[src/rtl/instr_fetch_unit.sv]
// instr_fetch_unit: translates the PC into an instruction-memory word index,
// runs a req/ready + rvalid handshake with that memory, and presents the
// fetched word to decode. pc_enable pulses once when decode accepts it.
// A flush redirects the fetch, and a bad PC locks the unit in a sticky fault.
// Optional build macro FETCH_TIMEOUT_EN: this adds a bound on the response wait
// in WAIT/DRAIN. When the bound is reached, the unit faults and sets timeout_err.
// Without the macro, timeout_err is tied low.
module instr_fetch_unit #(
  parameter int             N              = 32,
  parameter logic [N-1:0]   TEXT_BASE      = 'h400000,
  parameter int             DEPTH_LOG2     = 10,
  parameter int             TIMEOUT_CYCLES = 16
) (
  input  logic                  clk,
  input  logic                  reset,
  input  logic [N-1:0]          pc_value,
  output logic                  pc_enable,
  input  logic                  flush,
  output logic                  mem_req,
  output logic [DEPTH_LOG2-1:0] mem_addr,
  input  logic                  mem_ready,
  input  logic                  mem_rvalid,
  input  logic [N-1:0]          mem_rdata,
  output logic                  instr_valid,
  output logic [N-1:0]          instr_data,
  output logic [N-1:0]          instr_pc,
  input  logic                  instr_ready,
  output logic                  fetch_fault,
  output logic                  timeout_err
);

  typedef enum logic [2:0] {
    S_IDLE,
    S_REQ,
    S_WAIT,
    S_HOLD,
    S_DRAIN,
    S_FAULT
  } state_t;

  // One past the highest legal word index, widened so the compare cannot wrap.
  localparam logic [N:0] IDX_LIMIT = {{N{1'b0}}, 1'b1} << DEPTH_LOG2;

  state_t       state;
  logic [N-1:0] pc_off;
  logic [N-1:0] pc_idx;
  logic         pc_bad;
  logic         tmo_hit;

  // PC to word-index translation and legality check for the sample taken in IDLE.
  always_comb begin
    pc_off = pc_value - TEXT_BASE;
    pc_idx = pc_off >> 2;
    pc_bad = (pc_value[1:0] != 2'b00) ||
             (pc_value < TEXT_BASE) ||
             ({1'b0, pc_idx} >= IDX_LIMIT);
  end

  // Advance strobe: only for an instruction that decode accepts without a competing flush.
  assign pc_enable = instr_valid & instr_ready & ~flush;

`ifdef FETCH_TIMEOUT_EN
  localparam int TCW = $clog2(TIMEOUT_CYCLES + 1);

  logic [TCW-1:0] tmo_cnt;
  logic           tmo_stay;

  // A cycle in which WAIT or DRAIN is still waiting and will not leave for another reason.
  always_comb begin
    tmo_stay = ((state == S_WAIT) && !flush && !mem_rvalid) ||
               ((state == S_DRAIN) && !mem_rvalid);
  end

  assign tmo_hit = tmo_stay && (tmo_cnt == TCW'(TIMEOUT_CYCLES - 1));

  // Count cycles spent waiting. The count restarts on every entry to WAIT or DRAIN,
  // including the WAIT to DRAIN move.
  always_ff @(posedge clk) begin
    if (reset) begin
      tmo_cnt <= '0;
    end else if (tmo_stay) begin
      tmo_cnt <= tmo_cnt + TCW'(1);
    end else begin
      tmo_cnt <= '0;
    end
  end

  // Sticky record that the fault was caused by a missing response.
  always_ff @(posedge clk) begin
    if (reset) begin
      timeout_err <= 1'b0;
    end else if (tmo_hit) begin
      timeout_err <= 1'b1;
    end
  end
`else
  assign tmo_hit     = 1'b0;
  assign timeout_err = 1'b0;
`endif

  // Fetch sequencer with registered handshake and output state.
  always_ff @(posedge clk) begin
    if (reset) begin
      state       <= S_IDLE;
      mem_req     <= 1'b0;
      mem_addr    <= '0;
      instr_valid <= 1'b0;
      instr_data  <= '0;
      instr_pc    <= '0;
      fetch_fault <= 1'b0;
    end else begin
      case (state)
        S_IDLE: begin
          if (pc_bad) begin
            state       <= S_FAULT;
            fetch_fault <= 1'b1;
          end else begin
            state    <= S_REQ;
            mem_req  <= 1'b1;
            mem_addr <= pc_idx[DEPTH_LOG2-1:0];
            instr_pc <= pc_value;
          end
        end

        S_REQ: begin
          if (flush) begin
            mem_req <= 1'b0;
            // An accepted request still has a response coming, which must be drained.
            state   <= mem_ready ? S_DRAIN : S_IDLE;
          end else if (mem_ready) begin
            mem_req <= 1'b0;
            state   <= S_WAIT;
          end
        end

        S_WAIT: begin
          if (flush) begin
            state <= mem_rvalid ? S_IDLE : S_DRAIN;
          end else if (mem_rvalid) begin
            instr_data  <= mem_rdata;
            instr_valid <= 1'b1;
            state       <= S_HOLD;
          end else if (tmo_hit) begin
            state       <= S_FAULT;
            fetch_fault <= 1'b1;
          end
        end

        S_HOLD: begin
          if (flush || instr_ready) begin
            instr_valid <= 1'b0;
            state       <= S_IDLE;
          end
        end

        // Flush changes nothing here: the unit is already discarding and keeps
        // waiting only for the orphaned response.
        S_DRAIN: begin
          if (mem_rvalid) begin
            state <= S_IDLE;
          end else if (tmo_hit) begin
            state       <= S_FAULT;
            fetch_fault <= 1'b1;
          end
        end

        S_FAULT: begin
          state <= S_FAULT;
        end

        default: begin
          state <= S_IDLE;
        end
      endcase
    end
  end

endmodule

[config.mk]
export PLATFORM = sky130hd
export DESIGN_NAME = instr_fetch_unit
export DESIGN_NICKNAME = d
export VERILOG_FILES = /design/src/rtl/instr_fetch_unit.sv
export SDC_FILE = /design/constraint.sdc
export NUM_CORES = 1
export LEC_CHECK = 0
export BUFFER_PORTS_ARGS = -buffer_cell sky130_fd_sc_hd__buf_2
export CORE_MARGIN = 4
export CORE_UTILIZATION = 43
export CTS_CLUSTER_SIZE = 12
export DETAILED_ROUTE_END_ITERATION = 6
export GPL_ROUTABILITY_DRIVEN = 0
export HOLD_SLACK_MARGIN = 0.02
export PLACE_DENSITY_LB_ADDON = 0.05
export SYNTH_ARGS = -nofsm -noshare
export SYNTH_HDL_FRONTEND = slang
export SYNTH_SLANG_ARGS = --single-unit
[constraint.sdc]
create_clock -name clk -period 1.6 [get_ports clk]
set_input_delay 0.24 -clock clk [delete_from_list [all_inputs] [get_ports clk]]
set_output_delay 0.24 -clock clk [all_outputs]
set_load 0.01 [all_outputs]
* Word level (Yosys, flattened, before mapping) *
Index checks and enable logic that the tools add are counted.

storage, ports and cells
  bits in registers = 80
  output and inout bits = 79
  word-level logic and storage cells = 57

operators by class
  reduce and logical (&&, ||, !) cells = 13
  add/sub/neg operators = 1
  $lt $le $gt $ge = 2
  muxes and demuxes = 18
  bitwise operators = 4
  equality and inequality tests = 12

operators with widths
  cell                    count
  $lt 32x23->1 const B    1
  $sub 32x23->32 const B  1
  $ge 30x11->1 const B    1
  $mux 3                  9
  $pmux 3 s6              1
  $ne 2x2->1 const B      5
  $reduce_and 4->1        2
  $eq 3x2->1 const B      2
  $eq 3x3->1 const B      2
  $mux 1                  6
  $ne 3x3->1 const B      2
  $reduce_and 3->1        2
  $reduce_bool 2->1       3
  $pmux 1 s2              2
  $reduce_and 2->1        2
  $eq 3x1->1 const B      1
  $logic_not 3->1         1
  $logic_or 1x1->1        3
  $and 1x1->1             2
  $not 1->1               2

* Logic depth before layout (Yosys ltp) *
  depth after elaboration = 5
  depth in mapped cells = 6
  mapped depth without buffers = 4

* Worst setup path before layout *
No wires, ideal clock.

  path type = input to register
  from = input port pc_value[1]
  to = register instr_pc[0]
  data arrival time = 1,211 ps
  path buffers = 1
  slack = 274 ps
  required time = 1,485 ps
  stages = 5
  setup time = 115 ps
  cell sequence = nor4_1 -> and4_1 -> a31oi_1 -> clkbuf_1 -> and2_1

on the way
  longest elaborated chain between the ends = 5
  elaborated cells on any way between the ends = 8

ends and longest elaborated chain
  what                                              RTL line  source
  start: declaration                                16        input logic [N-1:0] pc_value,
  $sub 32x23->32, or another cell as far along      52        pc_off = pc_value - TEXT_BASE;
  $ge 30x11->1 or $logic_or 1x1->1 (tied branches)  56, 54
  $logic_or 1x1->1 (*)                              55        (pc_value < TEXT_BASE) ||
  $not 1->1 (no source line) (*)                    n/a
  $reduce_and 2->1 (no source line) (*)             n/a
  end signal: assignment                            121       instr_pc <= pc_value;
  end: declaration                                  26        output logic [N-1:0] instr_pc,

Every way passes the cells marked *; elsewhere a longest branch is shown, timed or not.
A chain may end at the register's enable or synchronous reset.

* Final worst setup path *
  from = register state[0]
  to = register mem_addr[6]

on the way
  longest elaborated chain between the ends = 2

ends and longest elaborated chain
  what                               RTL line  source
  start: declaration                 44        state_t state;
  start signal: assignment           129       state <= mem_ready ? S_DRAIN : S_IDLE;
  start signal: assignment           138       state <= mem_rvalid ? S_IDLE : S_DRAIN;
  $logic_not 3->1                    112       case (state)
  $reduce_and 2->1 (no source line)  n/a
  end signal: assignment             120       mem_addr <= pc_idx[DEPTH_LOG2-1:0];
  end: declaration                   20        output logic [DEPTH_LOG2-1:0] mem_addr,

No other way between the ends.

==> impl_metrics.py <==
metrics = {
    "critical_path": {
        "cp_slowest_stage_delay_ps": 360,
        "r2r_start": "state[0]",
        "r2r-end": "mem_addr[6]",
        "rrSetupSlack_ps": 260,
        "end_kind": "register",
        "start_kind": "register",
        "crit_slowest_cell": "nor3_2",
        "critPathRequiredTime_ps": 1820,
        "path_class": "reg -> reg",
        "rr_worst_depth": 4,
        "cp_cell_sequence": "nor3_2, nand3_2, o21ai_0, a21oi_1",
        "cp_max_fo": 10,
        "cp.arrival_ps": 1560,
    },
    "clock_tree": {
        "htreeDepth": 3,
        "clk_latency_ps": 340,
        "clk_pin_slew_ps": 80,
        "clockBufferDepth": 2,
        "cts_tree": "yes",
        "clockRootBuffer": "clkbuf_8",
        "cts_sinks": 70,
        "cts_buffers": 9,
        "holdBufCountCts": 0,
    },
    "global_routing": {
        "grt_pass1_wl_um": 10300,
        "grtUsageTotal_pct": 17.2,
        "antenna_found_initial": 0,
        "grt_max_degree": 34,
        "grt_pass1_vias": 2284,
        "grt.overflow.total": 0,
    },
    "sta": {
        "grt_setup_unrepaired": "no",
        "max_freq_mhz": 745,
        "period_share_pct": 83.9,
        "hold_ws_ps": 135,
        "fin_crit_ps": 1340,
        "setup_viol": 0,
        "finalClockSkew_ps": 7.32,
        "final.setup.worst_slack_ps": 258,
        "drv_slew": 0,
        "finalHoldViolCount": 0,
    },
    "placed_design": {
        "hpwl_um": 4670,
        "io_buffers": 147,
        "place_area_sq_um": 3370,
        "dp_slack_ps": -7.05,
        "dp.cells": 501,
    },
    "cells_and_area": {
        "final_cell_mix": "147 x buf_2, 70 x dfxtp_1, 66 x nand2_1, 48 x a21oi_1, 22 x and2_1",
        "multi_input_area_sq_um": 1010,
        "fillCellCount": 558,
        "fin_area_sq_um": 3560,
        "syn_to_final_growth_pct": 36.2,
        "finalNonFillerCells": 517,
        "nets": 507,
        "num_antenna_cells": 0,
        "layout_commonest_cell": "buf_2",
        "seq_area_sq_um": 1400,
        "drive_gt1_share_pct": 42.1,
    },
    "route": {
        "wl_met1_um": 2890,
        "viasPerCell": 4.71,
        "met3WireLength_um": 562,
        "first_iter_violations": 81,
        "routed.top_layer": "met4",
        "ant_nets": 0,
        "wl_met2_um": 2930,
        "routed_wl_um": 6490,
        "vias": 2437,
        "drt_pass1_iterations": 4,
        "wl_per_cell_um": 12.6,
        "drc": 0,
    },
    "pwr": {
        "pwr_density_cell_nw_per_um2": 951,
        "power.leakage_nw": 1.66,
        "ir_drop_mv": 0.636,
    },
    "floorplan": {
        "start_util_pct": 44.2,
        "die-width_um": 86,
        "fp.coreArea_sq_um": 5920,
        "die_h_um": 86,
        "die_area_sq_um": 7400,
        "row_count": 28,
        "ios": 149,
    },
    "synth": {
        "netlist_area_sq_um": 2620,
        "synth_nets": 366,
        "ys_ff_latch": 70,
        "ys_types": 34,
        "synthCells": 296,
        "yosys_warnings": 0,
        "avgSynthCellArea_sq_um": 8.84,
        "ys_seq_area_share_pct": 53.6,
    },
    "min_path": {
        "hold_start": "mem_rdata[20]",
        "hold_class": "in -> reg",
        "min_path_cells": 3,
        "hold_path_end": "instr_data[20]",
    },
    "status": {
        "status": "finished, final reports clean",
    },
    "job": {
        "drv_cap": 0,
    },
}
routing by layer:
layer,global-route usage (%),vias up
li1,-,1273
met1,20.9,1066
met2,27.9,86
met3,5.38,12
met4,7.77,0
met5,0,-
metrics by stage:
| stage | setup TNS [ps] | util [%] | power (mW) |
|---|---|---|---|
| final | 0 | 60.2 | 3.39 |
| after global routing | 0 | 60.2 | 3.55 |
| after CTS | 0 | 60.1 | 3.44 |
| after detailed placement | -8.31 | 56.9 | 2.10 |
| after global placement | 0 | 56.9 | 2.10 |
| after floorplan | 0 | - | 1.96 |
sequential cells by signal (all words and copies together) (netlist names):
name,flops
fetch_fault,1
mem_addr,9
instr_data,32
mem_req,1
instr_pc,23
state,3
instr_valid,1
worst max-delay path, delay by kind of cell, from the launching register on:
kind	cells	cell delay [ps]
flip-flops	1	330
AND/OR/NAND/NOR	2	610
AO/OA/AOI/OAI	2	300
power breakdown:
part	internal [mW]	switching (mW)	total (mW)
registers	1.76	0.0107	1.77
clock network	0.594	0.731	1.32
logic	0.136	0.157	0.292
total	2.49	0.898	3.39
cell usage after synthesis, drive strengths merged:
master  number  area share, %
nor3         2           0.57
o21ai       12            2.3
inv          3           0.43
and2        22            5.3
a311oi       1           0.33
nor2         4           0.57
or3          1           0.24
conb         1           0.14
nor4         4            1.2
nand4b       1           0.33
a41oi        1           0.33
o21bai       1           0.29
a31oi        2           0.48
nand3        3           0.57
clkbuf      10            1.4
o211ai       2           0.57
a21oi       48            9.2
nor4b        2            1.5
dfxtp       70             54
nand2b       3            1.0
nand4       11            2.6
nand2       66            9.5
o31ai        1           0.29
and3b        1           0.38
and4         1           0.33
buf         22            6.2
a211o        1           0.38
repair_timing:
action | 4_1_cts | 5_1_grt
setup endpoints to repair | 0 | 10
resized for setup | 0 | 1
buffers inserted | 0 | 0
worst max path at each step:
stage | from | to | slack (ps)
CTS | state[0] | mem_addr[5] | 130
finish | state[0] | mem_addr[6] | 260
detailed placement | pc_value[1] | instr_pc[19] | -7
global placement | pc_value[1] | instr_pc[14] | 50
global route | state[0] | mem_addr[2] | 60
floorplan | pc_value[1] | instr_pc[0] | 270
logic make-up (layout without fill, tap and decap cells):
family / Yosys count / in the layout / share of synthesized area (%)
AOI/OAI and AO/OA: 69 / 69 / 14.2
buffers and inverters: 35 / 181 / 8.08
and+or+nand+nor: 121 / 121 / 24.1
other: 1 / 1 / 0.143
DFF: 70 / 70 / 53.6
cell type report:
type	count	area share, %
Sequential cell	70	39.3
Multi-Input combinational cell	191	28.3
Timing Repair Buffer	162	24.2
Clock buffer	9	3.48
Tap cell	75	2.63
Clock inverter	7	1.76
Inverter	3	0.316
No activity file was read; power rests on OpenSTA's default activity.
